===== config.mk =====
export PLATFORM = sky130hd
export DESIGN_NAME = uart_rx
export DESIGN_NICKNAME = d
export VERILOG_FILES = /design/src/rtl/uart_rx.sv
export SDC_FILE = /design/constraint.sdc
export NUM_CORES = 1
export LEC_CHECK = 0
export CORE_UTILIZATION = 55
export DETAILED_ROUTE_END_ITERATION = 6
export MAX_ROUTING_LAYER = met4
export PLACE_DENSITY = 0.79
export SLEW_MARGIN = 10
export SYNTH_ARGS = -nofsm -noshare
export SYNTH_HDL_FRONTEND = slang
export SYNTH_SLANG_ARGS = --single-unit

===== constraint.sdc =====
create_clock -name i_clk -period 2.6 [get_ports i_clk]
set_clock_uncertainty 0.15 [all_clocks]
set_input_delay 0.78 -clock i_clk [delete_from_list [all_inputs] [get_ports i_clk]]
set_output_delay 0.78 -clock i_clk [all_outputs]
set_load 0.02 [all_outputs]

===== src/rtl/uart_rx.sv =====
// -----------------------------------------------------------------------------
// uart_rx -- 8-bit asynchronous serial receiver, LSB first, 16x-style
// oversampling by a programmable clock divider with mid-bit sampling.
//
// Optional feature (compile-time macro UART_RX_PARITY_EN):
//   defined   : frame = start, 8 data, parity, stop; parity is checked.
//   undefined : frame = start, 8 data, stop; i_par_typ is ignored and
//               o_par_err is tied low.
//
// Parameters
//   CLK_DIV      clock cycles per serial bit (even, >= 4)
//
// Ports
//   i_clk        clock, all state updates on the rising edge
//   i_rst        synchronous active-high reset
//   i_rx         asynchronous serial line, idles high
//   i_par_typ    parity type: 1 = ODD, 0 = EVEN (latched at start confirm)
//   o_p_data     last received byte (held until next delivery)
//   o_data_valid one-cycle pulse when o_p_data and the error flags update
//   o_par_err    parity mismatch for the delivered byte
//   o_frame_err  stop bit sampled low for the delivered byte
//   o_busy       high whenever the receiver is not idle
// -----------------------------------------------------------------------------
module uart_rx #(
    parameter int CLK_DIV = 16
) (
    input  logic       i_clk,
    input  logic       i_rst,
    input  logic       i_rx,
    input  logic       i_par_typ,
    output logic [7:0] o_p_data,
    output logic       o_data_valid,
    output logic       o_par_err,
    output logic       o_frame_err,
    output logic       o_busy
);

    localparam int CW = (CLK_DIV > 2) ? $clog2(CLK_DIV) : 1;
    localparam logic [CW-1:0] CYC_HALF_M1 = CW'(CLK_DIV / 2 - 1);
    localparam logic [CW-1:0] CYC_LAST    = CW'(CLK_DIV - 1);
    localparam logic [CW-1:0] CYC_ONE     = CW'(1);

    typedef enum logic [2:0] {
        S_IDLE,
        S_START,
        S_DATA,
`ifdef UART_RX_PARITY_EN
        S_PARITY,
`endif
        S_STOP
    } state_e;

    state_e        state_q, state_d;
    logic [CW-1:0] cyc_q, cyc_d;
    logic [2:0]    bit_q, bit_d;
    logic [7:0]    shift_q, shift_d;
    logic          armed_q, armed_d;

    // Two-flop synchronizer plus one history flop for falling-edge detect.
    logic          rx_meta_q, rx_sync_q, rx_prev_q;

    logic [7:0]    data_q, data_d;
    logic          frame_err_q, frame_err_d;
    logic          valid_q, valid_d;

`ifdef UART_RX_PARITY_EN
    logic          par_typ_q, par_typ_d;
    logic          par_bit_q, par_bit_d;
    logic          par_err_q, par_err_d;

    // Expected parity bit for the given type: ODD makes the total count of
    // ones (data + parity) odd, EVEN makes it even.
    function automatic logic exp_parity(input logic odd, input logic [7:0] d);
        return odd ? ~^d : ^d;
    endfunction
`else
    logic          unused_par_typ;
    assign unused_par_typ = i_par_typ;
`endif

    wire start_edge = rx_prev_q & ~rx_sync_q & armed_q;

    always_comb begin
        state_d     = state_q;
        cyc_d       = cyc_q;
        bit_d       = bit_q;
        shift_d     = shift_q;
        armed_d     = armed_q;
        data_d      = data_q;
        frame_err_d = frame_err_q;
        valid_d     = 1'b0;
`ifdef UART_RX_PARITY_EN
        par_typ_d   = par_typ_q;
        par_bit_d   = par_bit_q;
        par_err_d   = par_err_q;
`endif

        // The line re-arms as soon as it is seen high; only a framing
        // error (below) can disarm it.
        if (rx_sync_q) begin
            armed_d = 1'b1;
        end

        case (state_q)
            S_IDLE: begin
                cyc_d = '0;
                bit_d = '0;
                if (start_edge) begin
                    state_d = S_START;
                end
            end

            S_START: begin
                if (cyc_q == CYC_HALF_M1) begin
                    cyc_d = '0;
                    if (!rx_sync_q) begin
                        state_d = S_DATA;
                        bit_d   = '0;
`ifdef UART_RX_PARITY_EN
                        par_typ_d = i_par_typ;
`endif
                    end else begin
                        // Line went back high before mid-start: glitch.
                        state_d = S_IDLE;
                    end
                end else begin
                    cyc_d = cyc_q + CYC_ONE;
                end
            end

            S_DATA: begin
                if (cyc_q == CYC_LAST) begin
                    cyc_d   = '0;
                    shift_d = {rx_sync_q, shift_q[7:1]};
                    if (bit_q == 3'd7) begin
                        bit_d = '0;
`ifdef UART_RX_PARITY_EN
                        state_d = S_PARITY;
`else
                        state_d = S_STOP;
`endif
                    end else begin
                        bit_d = bit_q + 3'd1;
                    end
                end else begin
                    cyc_d = cyc_q + CYC_ONE;
                end
            end

`ifdef UART_RX_PARITY_EN
            S_PARITY: begin
                if (cyc_q == CYC_LAST) begin
                    cyc_d     = '0;
                    par_bit_d = rx_sync_q;
                    state_d   = S_STOP;
                end else begin
                    cyc_d = cyc_q + CYC_ONE;
                end
            end
`endif

            S_STOP: begin
                if (cyc_q == CYC_LAST) begin
                    cyc_d       = '0;
                    state_d     = S_IDLE;
                    valid_d     = 1'b1;
                    data_d      = shift_q;
                    frame_err_d = ~rx_sync_q;
`ifdef UART_RX_PARITY_EN
                    par_err_d   = par_bit_q ^ exp_parity(par_typ_q, shift_q);
`endif
                    // A low stop bit means the line may still be low (break
                    // or misalignment): do not accept a start until it has
                    // been seen high again.
                    if (!rx_sync_q) begin
                        armed_d = 1'b0;
                    end
                end else begin
                    cyc_d = cyc_q + CYC_ONE;
                end
            end

            default: begin
                state_d = S_IDLE;
                cyc_d   = '0;
                bit_d   = '0;
            end
        endcase
    end

    always_ff @(posedge i_clk) begin
        if (i_rst) begin
            rx_meta_q   <= 1'b1;
            rx_sync_q   <= 1'b1;
            rx_prev_q   <= 1'b1;
            state_q     <= S_IDLE;
            cyc_q       <= '0;
            bit_q       <= '0;
            shift_q     <= '0;
            armed_q     <= 1'b0;
            data_q      <= '0;
            frame_err_q <= 1'b0;
            valid_q     <= 1'b0;
`ifdef UART_RX_PARITY_EN
            par_typ_q   <= 1'b0;
            par_bit_q   <= 1'b0;
            par_err_q   <= 1'b0;
`endif
        end else begin
            rx_meta_q   <= i_rx;
            rx_sync_q   <= rx_meta_q;
            rx_prev_q   <= rx_sync_q;
            state_q     <= state_d;
            cyc_q       <= cyc_d;
            bit_q       <= bit_d;
            shift_q     <= shift_d;
            armed_q     <= armed_d;
            data_q      <= data_d;
            frame_err_q <= frame_err_d;
            valid_q     <= valid_d;
`ifdef UART_RX_PARITY_EN
            par_typ_q   <= par_typ_d;
            par_bit_q   <= par_bit_d;
            par_err_q   <= par_err_d;
`endif
        end
    end

    assign o_p_data     = data_q;
    assign o_data_valid = valid_q;
    assign o_frame_err  = frame_err_q;
    assign o_busy       = (state_q != S_IDLE);
`ifdef UART_RX_PARITY_EN
    assign o_par_err    = par_err_q;
`else
    assign o_par_err    = 1'b0;
`endif

endmodule


**Word-level counts from Yosys, hierarchy flattened**

Cells that the tools add are included.

- Multiplexer cells: 20
- Bitwise gates (word level): 4
- Shift operators: 0
- $add $sub $neg: 2
- Eq/ne operators: 12
- Reductions and logical operators: 8
- $lt $le $gt $ge: 0
- Multipliers: 0
- Div/mod/pow operators: 0

Operators with widths:

| kind | count |
|---|---|
| $mux 3 | 9 |
| $ne 2x2->1 const B | 6 |
| $pmux 3 s4 | 1 |
| $pmux 3 s3 | 1 |
| $mux 4 | 2 |
| $pmux 4 s2 | 1 |
| $eq 3x2->1 const B | 2 |
| $mux 1 | 5 |
| $reduce_and 5->1 | 1 |
| $add 4x1->4 const B | 1 |
| $eq 4x3->1 const B | 1 |
| $eq 4x4->1 const B | 1 |
| $reduce_and 2->1 | 2 |
| $reduce_and 4->1 | 1 |
| $reduce_or 2->1 | 2 |
| $add 3x1->3 const B | 1 |
| $eq 3x1->1 const B | 1 |
| $eq 3x3->1 const B | 1 |
| $logic_not 3->1 | 1 |
| $reduce_bool 3->1 | 1 |
| $and 1x1->1 | 2 |
| $mux 2 | 1 |
| $not 1->1 | 2 |

- Register bits: 32
- Bits in writable memories: 0
- Bits in latches: 0
- ROM bits: 0
- Input port bits: 4
- Memories kept: 0

**Logic depth before layout (Yosys ltp)**

- Depth in word-level cells: 5
- Mapped depth: 7
- Depth with buffers taken out: 5

**Worst setup path before layout**

No wires, ideal clock.

- Path type: register -> output
- Start: reg state_q[1]
- End: out o_busy
- Stages on the path, launching flop included: 4
- Data arrival time: 0.956 ns
- Setup slack: 0.714 ns
- Data required time: 1.670 ns
- Buffers on the path: 1
- Path through: dfxtp_1 buf_4 nor2_1 inv_1

- Word-level cells in the longest chain between the ends: 1

Ends and longest elaborated chain:

| element | line | text |
|---|---|---|
| start: declaration | 53 | `state_e state_q, state_d;` |
| start signal: assignment | 213 | `state_q <= state_d;` |
| $reduce_bool 3->1 | 232 | `assign o_busy = (state_q != S_IDLE);` |
| end: declaration | 35 | `output logic o_busy` |

Every way passes these cells.

**Worst setup path after layout**

- Start: reg state_q[0]
- End: out o_busy

Same word-level chain as after synthesis.

==> flow_summary.json <==
{
  "place_ws_ns": 0.326,
  "design_area_sq_um": 1530,
  "layout-drive-gt1-share_pct": 11.4,
  "hold_start": "rx_meta_q$_SDFF_PP1_",
  "p_sw_share_pct": 21.6,
  "period_minus_slack_ns": 2.51,
  "cts_hold_buf": 0,
  "initialDrtViolationCount": 29,
  "p_comb_share_pct": 3.3,
  "ios": 16,
  "p_leak_nw": 0.535,
  "crit_chain": "nor2_4, inv_1, clkdlybuf4s50_1",
  "grt_max_degree": 23,
  "total_power_uw": 785,
  "timing.rr.start": "cyc_q[0]$_SDFF_PP0_",
  "min_path_cells": 1,
  "synth_top_cells_by_count": "dfxtp_1, a21oi_1, o21ai_0, nand3_1, buf_4",
  "fin_nets": 165,
  "synthDistinctLibCells": 39,
  "avgRoutedWirePerCell_um": 13.4,
  "hold_viol_final": 0,
  "die_width_um": 51.7,
  "dr.pass1.iters": 4,
  "cp.arrival_ns": 1.58,
  "seq_area_frac_synth_pct": 45.8,
  "die_h_um": 51.7,
  "synth-edff-count": 0,
  "cts_tree": "done",
  "netlist.area_leader.share_pct": 45.8,
  "finalWorstSetupSlack_ns": 0.0854,
  "drc_errors": 0,
  "core-area_sq_um": 2280,
  "grt_pass1_wl_um": 4170,
  "ys_seq_elements": 31,
  "r2r_slack_ns": 0.75,
  "crit_type": "reg -> out",
  "final_cells": 186,
  "worstPathRequired_ns": 1.67,
  "syn-cell-area_sq_um": 1360,
  "cts_made_buffers": 5,
  "peakVddDrop_v": 0.000373,
  "end_kind": "primary output",
  "hpwl_um": 1760,
  "tns_ns": 0,
  "yosysTopAreaCell": "dfxtp_1",
  "syn_to_final_growth_pct": 12.5,
  "whs_ns": 0.270,
  "hold_path_class": "reg -> reg",
  "finalSetupViolCount": 0,
  "ctsResizeCount": 1,
  "rows": 17,
  "switchingPower_uw": 170,
  "run_status": "complete, no violations",
  "critPathMaxFanout": 10,
  "wl_um": 2500,
  "port-buffer-count": 13,
  "gp_congestion": 0.789,
  "max_stage_delay_ns": 0.59,
  "power_frac_seq_pct": 61.3,
  "ys_warn_count": 0,
  "antenna_found_initial": 0,
  "power_frac_clock_pct": 35.3,
  "synth_area_leaders": "dfxtp_1, a21oi_1, o21ai_0",
  "grt_pass1_vias": 925,
  "h-tree-depth": 2,
  "slew_viol_final": 0,
  "mappedNetlistNets": 155,
  "globalRoute.totalOverflow": 0,
  "synth_area_per_cell_sq_um": 9.16,
  "ys.flop_type": "dfxtp_1",
  "ff2ff_path_depth": 5,
  "clk_path_buf_depth": 2,
  "vias": 1068,
  "fmax_mhz": 398,
  "numClockSinks": 31,
  "grt_usage_pct": 22.0,
  "drv_cap": 0,
  "syn_inst": 148,
  "via_per_inst": 5.74,
  "async_reset_ff_share_pct": 0,
  "clock_latency_ns": 0.32,
  "fin_crit_sh_pct": 96.7,
  "min_to": "rx_sync_q$_SDFF_PP1_",
  "power_density_nw_per_um2": 515,
  "antenna_cells": 0,
  "post_cts_buffers": 0,
  "ant_nets": 0,
  "floorplan.initialDensity_pct": 59.6,
  "cp-start-kind": "register",
  "worst_path_max_delay_cell": "clkdlybuf4s50_1",
  "cts_root_buf": "clkbuf_4",
  "p_int_uw": 616,
  "rsz0062_at_grt": "false",
  "utilization_pct": 67.1,
  "place_area_sq_um": 1460,
  "die-area_sq_um": 2670,
  "clk_pin_slew_ns": 0.09,
  "r2r-end": "o_p_data[7]$_SDFFE_PP0P_",
  "placedCellCount": 179,
  "synth_most_common_cell": "dfxtp_1"
}
-- cells in the final DEF (no fill, tap or decap), drive strengths merged, types with 2 or more instances in the layout --
| master | n |
|---|---|
| and2 | 2 |
| clkbuf | 6 |
| nand2 | 2 |
| ha | 3 |
| inv | 3 |
| clkdlybuf4s50 | 13 |
| dfxtp | 31 |
| a21oi | 19 |
| or2 | 3 |
| nand4 | 2 |
| mux2i | 3 |
| nand2b | 4 |
| o21ai | 19 |
| xor2 | 2 |
| buf | 4 |
| nand3 | 18 |
| nand3b | 2 |
| nor3 | 4 |
-- per-layer routing --
layer | track usage [%] | wire, um
met1 | 27.1 | 1190
met2 | 33.1 | 1200
met3 | 6.14 | 89
met4 | 10.8 | 23
met5 | - | 0
-- sequential cells by signal (all words and copies together) (netlist names) --
signal and cells:
rx_meta_q 1, shift_q 8, o_frame_err 1, o_data_valid 1, bit_q 3, armed_q 1, rx_sync_q 1, rx_prev_q 1
cyc_q 4, o_p_data 8, state_q 2
-- final cells by class --
class,count,area (sq um)
Multi-Input combinational cell,100,643
Inverter,3,11.3
Clock inverter,1,5.00
Sequential cell,31,621
Tap cell,28,35.0
Fill cell,198,749
Clock buffer,6,51.3
Timing Repair Buffer,17,160
-- worst max path at each step --
stage	end	depth (start not counted)	slack [ns]	startpoint
2_1_floorplan	o_busy	3	0.71	state_q[1]$_SDFFE_PP0P_
3_3_place_gp	o_busy	3	0.33	state_q[0]$_SDFFE_PP0P_
3_5_place_dp	o_busy	3	0.33	state_q[0]$_SDFFE_PP0P_
4_1_cts	o_busy	3	0.07	state_q[0]$_SDFFE_PP0P_
5_1_grt	o_busy	3	0.01	state_q[0]$_SDFFE_PP0P_
6_report	o_busy	3	0.09	state_q[0]$_SDFFE_PP0P_
-- power groups by stage --
stage,Combinational (mW),Clock (mW),Sequential [mW]
finish,0.0261,0.278,0.482
global route,0.0287,0.305,0.482
CTS,0.0263,0.281,0.481
detailed placement,0.0262,0,0.492
global placement,0.0257,0,0.492
floorplan,0.0203,0,0.491
-- cell families (layout without fill, tap and decap cells) --
logic type / count (synthesis) / count (layout) / synth area share, %
buf+inv: 17 / 27 / 7.38
xor+xnor: 3 / 3 / 1.94
other cells: 1 / 1 / 0.276
mux: 3 / 3 / 2.21
fa+ha+maj: 3 / 3 / 2.77
compound gates: 43 / 43 / 17.9
flops: 31 / 31 / 45.8
simple gates: 47 / 47 / 21.8
-- worst max-delay path: cells and delay by family, from the launching register on --
kind | cells | cell delay [ns]
buffers and inverters | 2 | 0.65
flip-flops | 1 | 0.52
AND/OR/NAND/NOR | 1 | 0.09
Power figures use the tool's default switching activity.
